==> src/rtl/mips_pkg.sv <==
// Shared MIPS load/store definitions: primary opcodes, load FSM states and
// the bus-lane to register-order byte swap used by both load and store paths.
package mips_pkg;

  localparam logic [5:0] OP_LB  = 6'b100000;
  localparam logic [5:0] OP_LH  = 6'b100001;
  localparam logic [5:0] OP_LWL = 6'b100010;
  localparam logic [5:0] OP_LW  = 6'b100011;
  localparam logic [5:0] OP_LBU = 6'b100100;
  localparam logic [5:0] OP_LHU = 6'b100101;
  localparam logic [5:0] OP_LWR = 6'b100110;

  typedef enum logic [1:0] {
    IDLE = 2'd0,
    READ = 2'd1,
    RESP = 2'd2
  } load_state_t;

  // Lane k (bits [8k+7:8k]) holds the byte at base+k; register order puts the
  // lowest address in the most significant byte.
  function automatic logic [31:0] lane_swap(input logic [31:0] d);
    return {d[7:0], d[15:8], d[23:16], d[31:24]};
  endfunction

  function automatic logic is_load(input logic [5:0] op);
    return (op == OP_LB) || (op == OP_LH) || (op == OP_LWL) || (op == OP_LW) ||
           (op == OP_LBU) || (op == OP_LHU) || (op == OP_LWR);
  endfunction

endpackage

==> src/rtl/load_block_bus_if.sv <==
// Request/response and data-bus signals of the load block.
// slave: the load block itself; master: execute/writeback stages plus memory.
interface load_block_bus_if #(parameter int DEST_W = 5);

  logic              req_valid;
  logic              req_ready;
  logic [5:0]        opcode;
  logic [31:0]       eff_addr;
  logic [31:0]       regword;
  logic [DEST_W-1:0] dest_in;
  logic [31:0]       address;
  logic              read;
  logic              waitrequest;
  logic [31:0]       readdata;
  logic [3:0]        byteenable;
  logic              resp_valid;
  logic [31:0]       resp_data;
  logic [DEST_W-1:0] resp_dest;
  logic              addr_error;
  logic              bus_error;

  modport slave (
    input  req_valid, opcode, eff_addr, regword, dest_in, waitrequest, readdata,
    output req_ready, address, read, byteenable,
           resp_valid, resp_data, resp_dest, addr_error, bus_error
  );

  modport master (
    output req_valid, opcode, eff_addr, regword, dest_in, waitrequest, readdata,
    input  req_ready, address, read, byteenable,
           resp_valid, resp_data, resp_dest, addr_error, bus_error
  );

endinterface

==> src/rtl/load_format.sv <==
// Combinational load result formatting: byte/halfword extraction with sign or
// zero extension, plain word, and lwl/lwr merge with the old register value.
module load_format
  import mips_pkg::*;
(
  input  logic [5:0]  opcode,
  input  logic [1:0]  k,
  input  logic [31:0] readdata,
  input  logic [31:0] regword,
  output logic [31:0] data
);

  logic [31:0] w;
  logic [7:0]  sel_byte;
  logic [15:0] sel_half;
  logic [31:0] lwl_val;
  logic [31:0] lwr_val;

  // Select the addressed lanes and build every candidate result.
  always_comb begin
    w        = lane_swap(readdata);
    sel_half = k[1] ? w[15:0] : w[31:16];
    sel_byte = readdata[7:0];
    lwl_val  = w;
    lwr_val  = w;
    case (k)
      2'd0: begin
        sel_byte = readdata[7:0];
        lwl_val  = w;
        lwr_val  = {regword[31:8], w[31:24]};
      end
      2'd1: begin
        sel_byte = readdata[15:8];
        lwl_val  = {w[23:0], regword[7:0]};
        lwr_val  = {regword[31:16], w[31:16]};
      end
      2'd2: begin
        sel_byte = readdata[23:16];
        lwl_val  = {w[15:0], regword[15:0]};
        lwr_val  = {regword[31:24], w[31:8]};
      end
      default: begin
        sel_byte = readdata[31:24];
        lwl_val  = {w[7:0], regword[23:0]};
        lwr_val  = w;
      end
    endcase
  end

  // Pick the result for the captured opcode.
  always_comb begin
    data = 32'h0;
    case (opcode)
      OP_LB:   data = {{24{sel_byte[7]}}, sel_byte};
      OP_LBU:  data = {24'h0, sel_byte};
      OP_LH:   data = {{16{sel_half[15]}}, sel_half};
      OP_LHU:  data = {16'h0, sel_half};
      OP_LW:   data = w;
      OP_LWL:  data = lwl_val;
      OP_LWR:  data = lwr_val;
      default: data = 32'h0;
    endcase
  end

endmodule

==> src/rtl/load_block_bus.sv <==
// Load block: accepts one load request, performs a word-aligned read on the
// data bus (riding out waitrequest with an optional timeout), formats the data
// and returns it to writeback with a one-cycle resp_valid pulse.
// Optional build macro LOAD_BLOCK_ALIGN_CHECK_EN: misaligned lh/lhu/lw skip the
// bus and respond with addr_error; without it, misalignment is silently
// aligned and addr_error stays 0.
//
// state | meaning
// IDLE  | ready for a request, no bus activity
// READ  | read strobe held until waitrequest drops or the stall limit hits
// RESP  | resp_valid pulse with data, destination and error flags
module load_block_bus
  import mips_pkg::*;
#(
  parameter int WAIT_LIMIT = 255,
  parameter int DEST_W     = 5
) (
  input  logic             clk,
  input  logic             reset,
  load_block_bus_if.slave  bus,
  output logic             busy
);

  localparam logic [15:0] LIMIT = 16'(WAIT_LIMIT);

  load_state_t       state;
  logic [5:0]        op_q;
  logic [1:0]        k_q;
  logic [31:0]       reg_q;
  logic [DEST_W-1:0] dest_q;
  logic [15:0]       wait_cnt;
  logic [15:0]       wait_cnt_next;
  logic [31:0]       fmt_data;
  logic [3:0]        be;
  logic [1:0]        k_in;
  logic              accept;
  logic              misaligned;

  assign accept        = bus.req_valid && bus.req_ready;
  assign k_in          = bus.eff_addr[1:0];
  assign wait_cnt_next = wait_cnt + 16'd1;

`ifdef LOAD_BLOCK_ALIGN_CHECK_EN
  assign misaligned = (((bus.opcode == OP_LH) || (bus.opcode == OP_LHU)) && k_in[0]) ||
                      ((bus.opcode == OP_LW) && (k_in != 2'd0));
`else
  assign misaligned = 1'b0;
`endif

  // Byte lanes for the incoming request; misaligned halfwords use the even lane pair.
  always_comb begin
    be = 4'b1111;
    case (bus.opcode)
      OP_LB, OP_LBU: be = 4'b0001 << k_in;
      OP_LH, OP_LHU: be = k_in[1] ? 4'b1100 : 4'b0011;
      default:       be = 4'b1111;
    endcase
  end

  load_format u_format (
    .opcode   (op_q),
    .k        (k_q),
    .readdata (bus.readdata),
    .regword  (reg_q),
    .data     (fmt_data)
  );

  // Load sequencing FSM with registered bus and response outputs.
  always_ff @(posedge clk or posedge reset) begin
    if (reset) begin
      state          <= IDLE;
      op_q           <= 6'h0;
      k_q            <= 2'd0;
      reg_q          <= 32'h0;
      dest_q         <= '0;
      wait_cnt       <= 16'h0;
      bus.req_ready  <= 1'b1;
      bus.address    <= 32'h0;
      bus.read       <= 1'b0;
      bus.byteenable <= 4'h0;
      bus.resp_valid <= 1'b0;
      bus.resp_data  <= 32'h0;
      bus.resp_dest  <= '0;
      bus.addr_error <= 1'b0;
      bus.bus_error  <= 1'b0;
      busy           <= 1'b0;
    end else begin
      case (state)
        IDLE: begin
          if (accept && is_load(bus.opcode)) begin
            op_q          <= bus.opcode;
            k_q           <= k_in;
            reg_q         <= bus.regword;
            dest_q        <= bus.dest_in;
            wait_cnt      <= 16'h0;
            bus.req_ready <= 1'b0;
            busy          <= 1'b1;
            if (misaligned) begin
              state          <= RESP;
              bus.resp_valid <= 1'b1;
              bus.resp_data  <= 32'h0;
              bus.resp_dest  <= bus.dest_in;
              bus.addr_error <= 1'b1;
              bus.bus_error  <= 1'b0;
            end else begin
              state          <= READ;
              bus.read       <= 1'b1;
              bus.address    <= {bus.eff_addr[31:2], 2'b00};
              bus.byteenable <= be;
            end
          end
        end
        READ: begin
          if (!bus.waitrequest) begin
            state          <= RESP;
            bus.read       <= 1'b0;
            bus.address    <= 32'h0;
            bus.byteenable <= 4'h0;
            bus.resp_valid <= 1'b1;
            bus.resp_data  <= fmt_data;
            bus.resp_dest  <= dest_q;
            bus.addr_error <= 1'b0;
            bus.bus_error  <= 1'b0;
          end else if ((WAIT_LIMIT > 0) && (wait_cnt_next >= LIMIT)) begin
            state          <= RESP;
            wait_cnt       <= wait_cnt_next;
            bus.read       <= 1'b0;
            bus.address    <= 32'h0;
            bus.byteenable <= 4'h0;
            bus.resp_valid <= 1'b1;
            bus.resp_data  <= 32'h0;
            bus.resp_dest  <= dest_q;
            bus.addr_error <= 1'b0;
            bus.bus_error  <= 1'b1;
          end else begin
            wait_cnt <= wait_cnt_next;
          end
        end
        RESP: begin
          state          <= IDLE;
          wait_cnt       <= 16'h0;
          bus.resp_valid <= 1'b0;
          bus.resp_data  <= 32'h0;
          bus.resp_dest  <= '0;
          bus.addr_error <= 1'b0;
          bus.bus_error  <= 1'b0;
          bus.req_ready  <= 1'b1;
          busy           <= 1'b0;
        end
        default: begin
          state          <= IDLE;
          bus.read       <= 1'b0;
          bus.resp_valid <= 1'b0;
          bus.req_ready  <= 1'b1;
          busy           <= 1'b0;
        end
      endcase
    end
  end

endmodule

==> src/flat_wrapper.sv <==
// flat-port wrapper written by rule: the top's interface ports become plain ports
module load_block_bus_flat import mips_pkg::*;
#(
  parameter int WAIT_LIMIT = 255,
  parameter int DEST_W     = 5
)
  (clk, reset, busy, bus_req_valid, bus_opcode, bus_eff_addr, bus_regword, bus_dest_in, bus_waitrequest, bus_readdata, bus_req_ready, bus_address, bus_read, bus_byteenable, bus_resp_valid, bus_resp_data, bus_resp_dest, bus_addr_error, bus_bus_error);
  load_block_bus_if #(.DEST_W(DEST_W)) bus_i ();
  input  logic clk;
  input  logic reset;
  output logic busy;
  input wire logic [$bits(bus_i.req_valid)-1:0] bus_req_valid;
  input wire logic [$bits(bus_i.opcode)-1:0] bus_opcode;
  input wire logic [$bits(bus_i.eff_addr)-1:0] bus_eff_addr;
  input wire logic [$bits(bus_i.regword)-1:0] bus_regword;
  input wire logic [$bits(bus_i.dest_in)-1:0] bus_dest_in;
  input wire logic [$bits(bus_i.waitrequest)-1:0] bus_waitrequest;
  input wire logic [$bits(bus_i.readdata)-1:0] bus_readdata;
  output wire logic [$bits(bus_i.req_ready)-1:0] bus_req_ready;
  output wire logic [$bits(bus_i.address)-1:0] bus_address;
  output wire logic [$bits(bus_i.read)-1:0] bus_read;
  output wire logic [$bits(bus_i.byteenable)-1:0] bus_byteenable;
  output wire logic [$bits(bus_i.resp_valid)-1:0] bus_resp_valid;
  output wire logic [$bits(bus_i.resp_data)-1:0] bus_resp_data;
  output wire logic [$bits(bus_i.resp_dest)-1:0] bus_resp_dest;
  output wire logic [$bits(bus_i.addr_error)-1:0] bus_addr_error;
  output wire logic [$bits(bus_i.bus_error)-1:0] bus_bus_error;
  assign bus_i.req_valid = bus_req_valid;
  assign bus_i.opcode = bus_opcode;
  assign bus_i.eff_addr = bus_eff_addr;
  assign bus_i.regword = bus_regword;
  assign bus_i.dest_in = bus_dest_in;
  assign bus_i.waitrequest = bus_waitrequest;
  assign bus_i.readdata = bus_readdata;
  assign bus_req_ready = bus_i.req_ready;
  assign bus_address = bus_i.address;
  assign bus_read = bus_i.read;
  assign bus_byteenable = bus_i.byteenable;
  assign bus_resp_valid = bus_i.resp_valid;
  assign bus_resp_data = bus_i.resp_data;
  assign bus_resp_dest = bus_i.resp_dest;
  assign bus_addr_error = bus_i.addr_error;
  assign bus_bus_error = bus_i.bus_error;
  load_block_bus #(.WAIT_LIMIT(WAIT_LIMIT), .DEST_W(DEST_W)) u_core (.clk(clk), .reset(reset), .bus(bus_i), .busy(busy));
endmodule
==> config.mk <==
export PLATFORM = sky130hd
export DESIGN_NAME = load_block_bus_flat
export DESIGN_NICKNAME = d
export VERILOG_FILES = /design/src/rtl/mips_pkg.sv /design/src/rtl/load_block_bus_if.sv /design/src/rtl/load_format.sv /design/src/rtl/load_block_bus.sv /design/src/flat_wrapper.sv
export SDC_FILE = /design/constraint.sdc
export NUM_CORES = 1
export LEC_CHECK = 0
export CORE_MARGIN = 1.5
export CORE_UTILIZATION = 51
export CTS_BUF_LIST = sky130_fd_sc_hd__clkbuf_2
export DETAILED_ROUTE_END_ITERATION = 12
export PLACE_DENSITY = 0.83
export SYNTH_ARGS = -nofsm -noshare
export SYNTH_HDL_FRONTEND = slang
export SYNTH_SLANG_ARGS = --single-unit
==> constraint.sdc <==
create_clock -name clk -period 5.9 [get_ports clk]
set_input_delay 1.475 -clock clk [delete_from_list [all_inputs] [get_ports clk]]
set_output_delay 1.475 -clock clk [all_outputs]
set_load 0.01 [all_outputs]
Word level (Yosys, flattened, before mapping)
Index checks and enable logic that the tools add are counted.

cells by class
  add/sub/neg operators = 1
  $lt $le $gt $ge = 1
  equal/unequal tests = 21
  shift-type cells = 1
  mux-type cells = 40
  bitwise logic cells = 3
  reductions and logical operators = 23

operators by type and width
  kind                     count
  $pmux W32 S7             1
  $pmux W32 S3             2
  $mux W32                 4
  $pmux W32 S2             2
  $eq A6 B6 Y1 const B     14
  $mux W16                 3
  $pmux W16 S3             1
  $pmux W8 S3              1
  $add A16 B1 Y16 const B  1
  $ge A16 B8 Y1 const B    1
  $mux W4                  4
  $pmux W4 S2              2
  $mux W5                  2
  $pmux W1 S2              5
  $pmux W5 S2              1
  $reduce_and A2 Y1        5
  $reduce_and A3 Y1        3
  $mux W1                  7
  $logic_or A1 B1 Y1       6
  $mux W2                  3
  $eq A2 B1 Y1 const B     2
  $eq A2 B2 Y1 const B     2
  $logic_not A2 Y1         2
  $pmux W2 S2              1
  10 further kinds         15

word-level totals
  flip-flop bits (word level) = 142
  input bits = 111
  output and inout port bits = 79
  logic and storage cells = 106

Longest topological paths before layout
Gate-level depths: netlist (run 1).

  depth after elaboration = 10
  mapped depth = 11
  gate-level depth less buffers = 8

Hierarchy
From an unflattened synthesis (run 1), not the netlist that was laid out.

unflattened totals
  cell total of the unflattened synthesis = 879
  area, all modules = 8,051.5 um^2

by module, submodules not included
  module          times used  cells an instance  area an instance (um^2)  seq. area each (um^2)
  load_block_bus  1           620                6,164.7                  3,479.6
  load_format     1           259                1,886.8                  0.0

Worst setup path after synthesis (run 1)
OpenSTA, ideal clock, no wires.

  kind = in2reg
  start = in bus_opcode[3]
  end = reg u_core.wait_cnt[11]
  library setup time = 132 ps
  arrival = 3,035 ps
  required time = 5,768 ps
  path slack = 2,732 ps
  stages = 6
  buffers on the path = 1
  cells stage by stage = or3b_2 > o31ai_1 > o311ai_1 > clkbuf_1 > o21ai_0 > o31ai_1

on the way
  cells in the longest elaborated chain, start to end = 10
  elaborated cells on any way between the ends = 16
  classes of those cells = 8 x eq/ne; 8 x reduce/logical

ends and longest elaborated chain
  element                               line                   text
  start, declared                       flat_wrapper.sv:13     input wire logic [$bits(bus_i.opcode)-1:0] bus_opcode;
  $eq A6 B6 Y1                          mips_pkg.sv:26         return (op == OP_LB) || (op == OP_LH) || (op == OP_LWL) || (op == OP_LW) ||
  $logic_or A1 B1 Y1 (4 in a row)       mips_pkg.sv:26
  $logic_or A1 B1 Y1                    mips_pkg.sv:27         (op == OP_LBU) || (op == OP_LHU) || (op == OP_LWR);
  $logic_or A1 B1 Y1 *                  mips_pkg.sv:27
  $logic_and A1 B1 Y1 *                 load_block_bus.sv:90   if (accept && is_load(bus.opcode)) begin
  $ne A2 B1 Y1 (no source line) *       n/a
  $reduce_and A3 Y1 (no source line) *  n/a
  end signal, assigned                  load_block_bus.sv:126  wait_cnt <= wait_cnt_next;
  end signal, assigned                  load_block_bus.sv:136  wait_cnt <= wait_cnt_next;
  end, declared                         load_block_bus.sv:31   logic [15:0] wait_cnt;

Mark *: on every way between the ends. The rest lies on a longest branch, timed or not.
A chain may end at the register's enable or synchronous reset.

Worst setup path in the final report (run 1)
  start = in bus_opcode[5]
  end = reg u_core.bus.address[13]

on the way
  cells in the longest elaborated chain, start to end = 10
  elaborated cells on any way between the ends = 16
  classes of those cells = 8 x eq/ne; 8 x reduce/logical

ends and longest elaborated chain
  element                               line                     text
  $eq A6 B6 Y1                          mips_pkg.sv:26
  $logic_or A1 B1 Y1 (4 in a row)       mips_pkg.sv:26
  $logic_or A1 B1 Y1                    mips_pkg.sv:27
  $logic_or A1 B1 Y1 *                  mips_pkg.sv:27
  $logic_and A1 B1 Y1 *                 load_block_bus.sv:90
  $ne A2 B1 Y1 (no source line) *       n/a
  $reduce_and A3 Y1 (no source line) *  n/a
  end signal, assigned                  load_block_bus.sv:108    bus.address <= {bus.eff_addr[31:2], 2'b00};
  end, declared                         load_block_bus_if.sv:24  output req_ready, address, read, byteenable,

Marks and branches as above.

==> run_results.csv, run 1 <==
group,metric,value,unit
synthesis,synth_area,7460,um2
outcome,status,"complete, no violations",
clock_network,clock_sinks,139,
min_path,min_from,"u_core.bus.resp_data[18]$_DFFE_PP0P_",
clock_network,numCtsBuffers,17,
routing,antenna_left,0,
place,io_buffers,186,
setup_path,crit_chain,"clkdlybuf4s50_1, or3b_2, nor3_1, nand2_2, buf_4, nor2_2, a22o_1",
layout,drive_gt1_share,15.2,%
routing,drc,0,
sta,slew_violations,0,
global_route,gr-total-overflow,0,
routing,drt-total-wl,21500,um
clock_network,cts_max_path_buffers,2,
synthesis,ys_seq_area_share,46.7,%
place,gp_congestion,0.915,
global_route,grtUsageTotal,28.6,%
die,die_x,124,um
synthesis,ys_types,59,
layout,synthToLayoutAreaGrowth,27.7,%
layout,final_net_count,956,
layout,mostFrequentLayoutCells,"clkdlybuf4s50_1 (186), dfrtp_1 (136), mux2_2 (72)",
global_route,grt_pass1_wl,33300,um
sta,relSlewSlack,10.0,%
die,core_area,14400,um2
sta,skew,0.0305,ns
setup_path,reg2reg_from,"u_core.wait_cnt[0]$_DFFE_PP0P_",
min_path,min_path_cells,1,
synthesis,ys_seq_elements,139,
sta,hold_ws,0.502,ns
sta,final.setup.tns,0,ns
synthesis,yosysWarnings,0,
synthesis,synthCells,688,
setup_path,cp-start-kind,"primary input",
clock_network,cts_resized,0,
clock_network,cts-root-buf,"clkbuf_2",
synthesis,synthFlopType,"dfrtp_1",
flow_run,cap_violations,0,
clock_network,cts_tree,"built",
setup_path,path_buf_inv,2,
layout,final_common_cell,"clkdlybuf4s50_1",
die,die-area,15400,um2
setup_path,cp_slowest_cell,"nor2_2",
layout,antenna_cells,0,
die,dieHeight,124,um
synthesis,ys_async_sr_fraction,100,%
die,io_pins,190,
global_route,first_global_vias,6286,
routing,vias_per_cell,6.35,
clock_network,clk_pin_slew,0.19,ns
pwr,vdd.ir_drop.worst,0.230,mV
sta,worst_pin_slew,1.35,ns
setup_path,critPathKind,"primary input to register",
global_route,grt_max_degree,97,
synthesis,synth_edf_count,0,
layout,final_cell_area,9520,um2
sta,hold_violations,0,
routing,vias,6583,
setup_path,cp.required,6.57,ns
setup_path,critPathTopFamily,"simple AND/OR/NAND/NOR gates",
layout,register_area,3480,um2
sta,period_minus_slack,3.80,ns
clock_network,post-cts-setup-buffers,0,
die,start_util,51.7,%
sta,rsz0062_at_grt,"false",
layout,fillers,1098,
routing,dr.pass1.iters,10,
synthesis,avgSynthCellArea,10.8,um2
die,rows,44,
min_path,hold_class,"register to register",
global_route,antenna_found_initial,0,
setup_path,crit_path_max_fanout,48,
setup_path,crit_arrival,4.47,ns
setup_path,r2r_setup_slack,2.32,ns
sta,setup_viol,0,
sta,fin_crit_sh,64.4,%
sta,fmax,263,MHz
min_path,holdPathEnd,"u_core.bus.resp_data[18]$_DFFE_PP0P_",
setup_path,cpPeakStageDelay,1.05,ns
routing,wl_per_cell,20.7,um
pwr,post-layout-total-power,0.00425,W
place,dpl.hpwl,15600,um
pwr,power_density,446,nW/um2
setup_path,cp-end-kind,"register",
routing,drtIter0Drc,722,
place,dp_cells,1005,
setup_path,cp_num_cells,7,
clock_network,clkLatencyLatePin,0.74,ns
layout,fin_cells,1037,
place,placed_cell_area,9330,um2
clock_network,postCtsHoldBufs,0,
setup_path,worstRegToRegCells,7,
layout,multi_input_area,3690,um2
pwr,static-leakage-power,4.13,nW
clock_network,cts_max_level,4,
setup_path,r2r_end,"u_core.bus.address[13]$_DFFE_PP0P_",
==> stage by stage <==
stage	setup WS, ns	utilization, %
after floorplan	0.702	-
after global placement	1.54	64.7
after detailed placement	1.35	64.7
after CTS	2.15	66.0
after global routing	2.02	66.0
final	2.10	66.0
==> per-layer routing <==
metal / track usage (%) / share of wire (%)
met5: 0 / 0
met1: 39.5 / 42
met2: 44.1 / 48
met3: 7.88 / 7.7
met4: 9.30 / 2.1
==> power by group <==
part	switching [W]	internal, W	leakage, nW
Clock	0.000346	0.000151	0.129
Sequential	0.000303	0.00128	1.82
Combinational	0.00109	0.00108	2.18
==> cell families after synthesis <==
logic type	synth area share, %
buffers and inverters	4.06
DFF	46.7
AOI/OAI and AO/OA	22.3
muxes	15.7
other	0.0503
xor gates and xnor gates	0.470
and+or+nand+nor	9.93
adders and majority gates	0.839
==> how the worst max path moves through the flow <==
stage	from	endpoint	slack [ns]
3_5_place_dp	bus_opcode[5]	u_core.bus.address[13]$_DFFE_PP0P_	1.35
3_3_place_gp	bus_opcode[5]	u_core.bus.address[11]$_DFFE_PP0P_	1.54
4_1_cts	bus_opcode[5]	u_core.bus.address[12]$_DFFE_PP0P_	2.15
6_report	bus_opcode[5]	u_core.bus.address[13]$_DFFE_PP0P_	2.10
2_1_floorplan	reset	u_core.bus.address[10]$_DFFE_PP0P_	0.70
5_1_grt	u_core.wait_cnt[1]$_DFFE_PP0P_	u_core.bus.byteenable[1]$_DFFE_PP0P_	2.02
==> synth_stat cells (all sizes together), types with 4 or more instances <==
cell,count,area (um2)
or3,4,25.0
mux4,7,158
nand2,35,131
a222oi,15,150
nand2b,7,43.8
nor2b,4,25.0
o2bb2ai,13,114
ha,5,62.6
a21o,29,218
nand3,13,70.1
a22o,35,307
o21ai,30,158
nand3b,7,52.6
nor4,5,46.3
buf,22,141
inv,6,22.5
dfrtp,138,3450
and2,4,25.0
nor2,39,146
a221oi,8,70.1
o31ai,9,67.6
and3,7,43.8
mux2i,20,200
a211oi,8,60.1
nor3,7,35.0
a31oi,11,68.8
a21oi,47,235
mux2,72,811
clkbuf,37,139
a22oi,12,90.1
==> flip-flops by register name, summed over array words and instances, names as in the netlist, 2 cells and up <==
name                   cells
u_core.bus.resp_data      32
u_core.bus.address        30
u_core.wait_cnt           16
u_core.op_q                6
u_core.k_q                 2
u_core.state               2
u_core.reg_q              32
u_core.bus.byteenable      4
u_core.bus.resp_dest       5
u_core.dest_q              5
==> cell type report <==
class                           count  area share, %
Clock buffer                       19          0.998
Clock inverter                     13           1.09
Inverter                            6          0.289
Multi-Input combinational cell    486           38.8
Sequential cell                   139           36.6
Tap cell                          184           2.42
Timing Repair Buffer              190           19.9
No activity file was read; power rests on OpenSTA's default activity.
==> run 2, diff against run 1 <==
Settings changed: CORE_UTILIZATION 51 to 46, PLACE_DENSITY 0.83 to 0.79.
Clock period 5.9 ns to 3.36 ns, I/O delays scaled along.
==> run_results.csv, run 2 (synthesis results as in run 1) <==
group,metric,value,unit
clock_network,cts_tree,"built",
sta,relSlewSlack,30.1,%
sta,skew,0.0541,ns
pwr,power_density,794,nW/um2
setup_path,cp_slowest_cell,"dfrtp_1",
sta,fmax,330,MHz
sta,final.setup.tns,0,ns
flow_run,cap_violations,0,
min_path,hold_class,"primary input to asynchronous set/reset pin",
clock_network,numCtsBuffers,17,
sta,rsz0062_at_grt,"false",
routing,drtIter0Drc,737,
sta,period_minus_slack,3.03,ns
setup_path,crit_path_frequent_cell,"nand3_1",
die,rows,46,
layout,antenna_cells,0,
place,gp_congestion,0.910,
routing,drc,0,
layout,mostFrequentLayoutCells,"clkdlybuf4s50_1 (186), dfrtp_1 (136), mux2_2 (72)",
sta,worst_pin_slew,1.05,ns
die,io_pins,190,
die,core_area,15900,um2
routing,vias,6366,
setup_path,cpPeakStageDelay,0.55,ns
global_route,gr-total-overflow,0,
routing,drt-total-wl,21000,um
layout,drive_gt1_share,17.0,%
layout,synthToLayoutAreaGrowth,31.6,%
routing,wl_per_cell,19.4,um
layout,post-route-util,61.8,%
sta,hold_violations,0,
outcome,status,"complete, no violations",
setup_path,r2r_setup_slack,0.33,ns
global_route,antenna_found_initial,0,
clock_network,clkLatencyLatePin,0.74,ns
clock_network,cts_max_path_buffers,2,
setup_path,crit_chain,"ha_1, nand3_1, nor4_1, nand3_1, a21o_1, o21ai_2, buf_12, mux2_2",
layout,reg_top3,"u_core.bus.resp_data (32), u_core.reg_q (32), u_core.bus.address (30)",
routing,vias_per_cell,5.87,
pwr,static-leakage-power,4.25,nW
clock_network,postCtsHoldBufs,0,
clock_network,clock_sinks,139,
setup_path,cp-start-kind,"register",
global_route,first_global_vias,5925,
setup_path,cp-end-kind,"register",
layout,final_net_count,973,
clock_network,cts_max_level,4,
setup_path,critPathKind,"register to register",
global_route,grtUsageTotal,25.0,%
sta,slew_violations,0,
routing,antenna_left,0,
setup_path,worstRegToRegCells,8,
die,die_x,130,um
die,die-area,17000,um2
routing,dr.pass1.iters,8,
clock_network,cts_resized,0,
clock_network,post-cts-setup-buffers,0,
pwr,vdd.ir_drop.worst,0.432,mV
clock_network,cts-root-buf,"clkbuf_2",
die,dieHeight,130,um
sta,fin_crit_sh,90.3,%
layout,final_common_cell,"clkdlybuf4s50_1",
global_route,grt_pass1_wl,32400,um
setup_path,crit_arrival,3.63,ns
setup_path,crit_path_max_fanout,38,
die,start_util,46.9,%
place,dpl.hpwl,15100,um
global_route,grt_max_degree,77,
clock_network,clk_pin_slew,0.22,ns
sta,setup_viol,0,
setup_path,cp.required,3.96,ns
place,io_buffers,186,
==> run 2: changes by cell type in the layout (fill, tap and decap cells not counted) <==
| cell | before | now |
|---|---|---|
| buf_12 | 0 | 5 |
| buf_4 | 4 | 16 |
| clkbuf_2 | 19 | 18 |
| bufinv_16 | 1 | 3 |
| clkinv_1 | 2 | 0 |
| inv_6 | 2 | 3 |
| clkinvlp_4 | 2 | 4 |
| clkinv_2 | 5 | 2 |
==> run 2: area by class of cell <==
class / instances / area, um2
Fill cell: 1361 / 6070
Multi-Input combinational cell: 486 / 3690
Sequential cell: 139 / 3480
Timing Repair Buffer: 207 / 2080
Tap cell: 216 / 270
Clock inverter: 13 / 166
Clock buffer: 18 / 90.1
Inverter: 6 / 26.3
==> run 2: layer usage <==
| metal | GRT usage (%) | routed length [um] | up-vias |
|---|---|---|---|
| li1 | - | - | 2967 |
| met1 | 35.8 | 9180 | 3086 |
| met2 | 36.7 | 9690 | 288 |
| met3 | 6.56 | 1760 | 25 |
| met4 | 8.69 | 412 | 0 |
| met5 | 0 | 0 | - |
==> run 2: final timing paths <==
| kind | start | endpoint |
|---|---|---|
| min | reset | u_core.bus.address[3]$_DFFE_PP0P_ |
| min in group clk | u_core.bus.resp_data[22]$_DFFE_PP0P_ | u_core.bus.resp_data[22]$_DFFE_PP0P_ |
| max | u_core.wait_cnt[0]$_DFFE_PP0P_ | u_core.bus.resp_data[11]$_DFFE_PP0P_ |
| max in group asynchronous | reset | u_core.bus.req_ready$_DFFE_PP1P_ |
| max reg2reg | u_core.wait_cnt[0]$_DFFE_PP0P_ | u_core.bus.resp_data[11]$_DFFE_PP0P_ |
| min reg2reg | u_core.bus.resp_data[22]$_DFFE_PP0P_ | u_core.bus.resp_data[22]$_DFFE_PP0P_ |
==> run 2: through the flow <==
| stage | worst slack (ns) | power [W] | cell area (um2) | cells | hold WS [ns] |
|---|---|---|---|---|---|
| finish | 0.326 | 0.00779 | 9810 | 1085 | 0.448 |
| global route | 0.0692 | 0.00826 | 9810 | 1085 | 0.417 |
| CTS | 0.377 | 0.00777 | 9810 | 1085 | 0.398 |
| detailed placement | 0.292 | 0.00669 | 9550 | 1054 | 0.466 |
| global placement | 0.345 | 0.00661 | 9550 | 1054 | 0.458 |
| floorplan | 0.786 | 0.00524 | 7470 | 690 | 0.455 |
==> run 2: worst max-delay path, delay by kind of cell, from the launching register on <==
family | cells | cell delay [ns]
and+or+nand+nor | 3 | 0.90
DFF | 1 | 0.55
AOI/OAI and AO/OA | 2 | 0.48
adders and majority gates | 1 | 0.39
muxes | 1 | 0.36
buffers and inverters | 1 | 0.23
==> run 2: power breakdown <==
| part | switching, W | total [W] | internal [W] |
|---|---|---|---|
| combinational | 0.00190 | 0.00393 | 0.00203 |
| clock | 0.000649 | 0.00107 | 0.000420 |
| sequential | 0.000533 | 0.00279 | 0.00226 |
| total | 0.00308 | 0.00779 | 0.00471 |
==> edit, RTL diff (flow settings as in run 2) <==
`WAIT_LIMIT` is set to 255 in 2 places; all go to 191.
--- a/src/rtl/load_block_bus.sv
+++ b/src/rtl/load_block_bus.sv
@@ -13,5 +13,5 @@
   import mips_pkg::*;
 #(
-  parameter int WAIT_LIMIT = 255,
+  parameter int WAIT_LIMIT = 191,
   parameter int DEST_W     = 5
 ) (
--- a/src/flat_wrapper.sv
+++ b/src/flat_wrapper.sv
@@ -2,5 +2,5 @@
 module load_block_bus_flat import mips_pkg::*;
 #(
-  parameter int WAIT_LIMIT = 255,
+  parameter int WAIT_LIMIT = 191,
   parameter int DEST_W     = 5
 )
Formal check against the unedited RTL: no difference found for any inputs over 4 cycles, from zero or initial values and one cycle with reset high; that may be too few to reach the edited logic, so the function may still have changed.
==> edit against run 2 <==
Synthesized area up 2.6%; design area up 2.4%; routed wire length up 3.3%; total power up 5.2%; critical path type unchanged; highest routed layer is now met5; cell count up 4.1%; sequential cell count unchanged; worst hold slack better by 56 ps; worst setup slack worse by 94 ps; critical endpoint is now u_core.bus.address[23]$_DFFE_PP0P_; fmax down 3.0%.
==> edit: results (changes against run 2) <==
| Metric | Value |
|---|---|
| Run status | finished, final reports clean (unchanged) |
| Synth area leaders | dfrtp_1, mux2_1, a22o_1 (was dfrtp_1, mux2_2, a22o_1) |
| Drt initial violations | 552 (was 737) |
| Post-CTS resize count | 0 (unchanged) |
| Worst-path clk slew | 190 ps (was 220 ps) |
| WP data arrival | 3780 ps (was 3630 ps) |
| R2R depth | 7 (was 8) |
| Setup WS pre-CTS | 14.2 ps (was 292 ps) |
| GP Congestion | 0.936 (was 0.910) |
| Max FO, Critical Path | 16 (was 38) |
| Clk_skew | 30.2 ps (was 54.1 ps) |
| Fin nets | 1018 (was 973) |
| GRT Util Overall | 0.254 (was 0.250) |
| Largest net degree at the start of global routing | 45 (was 77) |
| Setup slack, reg-to-reg | 230 ps (was 330 ps) |
| Post-synthesis cell type count | 69 (was 59) |
| Lkg Pwr | 4.26 nW (was 4.25 nW) |
| Worst VDD drop | 442 uV (was 432 uV) |
| Vias per cell | 6.00 (was 5.87) |
| DP Cell Count | 1098 (was 1054) |
| CTS H-Tree Depth | 4 (unchanged) |
| Latest clock arrival within the worst-skew pair | 720 ps (was 740 ps) |
| Top cells by count, synth | dfrtp_1, nor2_1, nand2_1 (was dfrtp_1, mux2_2, a21oi_1) |
| Vias in the first global route | 6697 (was 5925) |
| Mean post-synth cell area | 10.5 um2 (was 10.8 um2) |
| Seq/Total Area, Yosys | 0.455 (was 0.467) |
| Fraction of layout cells with a size suffix above 1 | 0.112 (was 0.170) |
| Worst slew pin tran | 799 ps (was 1050 ps) |
| Post-CTS Setup Repair Bufs | 0 (unchanged) |
| Total Routed Length | 21700 um (was 21000 um) |
| Initial antenna violation count | 2 (was 0) |
| Final Hold Slack | 504 ps (was 448 ps) |
| Antenna Cells | 0 (unchanged) |
| Reg2Reg Launch Point | u_core.wait_cnt[0]$_DFFE_PP0P_ (unchanged) |
| Hold Path Depth | 1 |
| Worst Hold Class | reg -> reg (was in -> async) |
| Yosys warnings | 0 (unchanged) |
| Hpwl dp | 15400 um (was 15100 um) |
| R2r endpoint | u_core.bus.address[23]$_DFFE_PP0P_ (was u_core.bus.resp_data[11]$_DFFE_PP0P_) |
| First-pass DRT Iterations | 5 (was 8) |
| Global-route wire length before repair | 35300 um (was 32400 um) |
| Wire per inst | 19.2 um (was 19.4 um) |
## edit: kinds of logic after synthesis
kind of cell / count (synthesis) / synth area share
AOI/OAI and AO/OA: 244 / 0.242
xor gates and xnor gates: 3 / 0.00344
adders and majority gates: 5 / 0.00818
buffers and inverters: 69 / 0.0486
DFF: 139 / 0.455
muxes: 84 / 0.121
other: 1 / 0.000490
and+or+nand+nor: 181 / 0.121
## edit: power breakdown
| part | switching (mW) | total [mW] | internal (mW) |
|---|---|---|---|
| Combinational | 1.99 | 4.05 | 2.06 |
| Clock | 0.616 | 1.24 | 0.625 |
| Sequential | 0.577 | 2.91 | 2.33 |
## edit: worst max-delay path by stage
stage	slack [ps]	endpoint	start	cells after the start
floorplan	720	u_core.reg_q[10]$_DFFE_PP0P_	bus_opcode[3]	7
global placement	70	u_core.bus.byteenable[0]$_DFFE_PP0P_	bus_opcode[5]	7
detailed placement	10	u_core.bus.byteenable[1]$_DFFE_PP0P_	bus_opcode[5]	7
CTS	170	u_core.bus.byteenable[1]$_DFFE_PP0P_	u_core.wait_cnt[0]$_DFFE_PP0P_	7
global route	8	u_core.bus.address[23]$_DFFE_PP0P_	u_core.wait_cnt[0]$_DFFE_PP0P_	7
finish	230	u_core.bus.address[23]$_DFFE_PP0P_	u_core.wait_cnt[0]$_DFFE_PP0P_	7
## edit: cell type report
class                      instances  area, um2
inverter                          13       52.6
tap                              216        270
fill                            1267       6010
clock inverter                    14        226
clock buffer                      17       85.1
sequential                       139       3480
timing repair buffer             210       2120
multi-input combinational        521       3820
## edit: critical path, stage by stage (launching register included)
cell	delay [ps]
dfrtp_1	540
ha_1	380
nand4_1	200
nor3_1	370
mux2i_1	460
nand4_4	260
o21ai_2	630
a22o_1	220
## edit: routing by layer
| layer | track usage | part of all wire | up-vias |
|---|---|---|---|
| met5 | 0 | 0.00060 | - |
| met4 | 0.0926 | 0.029 | 2 |
| met3 | 0.0700 | 0.086 | 61 |
| met2 | 0.403 | 0.48 | 368 |
| met1 | 0.333 | 0.41 | 3246 |
| li1 | - | - | 3103 |
## edit: stage by stage
| step | util | instance area [um2] |
|---|---|---|
| after floorplan | - | 7660 |
| after global placement | 0.606 | 9730 |
| after detailed placement | 0.606 | 9730 |
| after CTS | 0.625 | 10000 |
| after global routing | 0.626 | 10000 |
| final | 0.626 | 10000 |
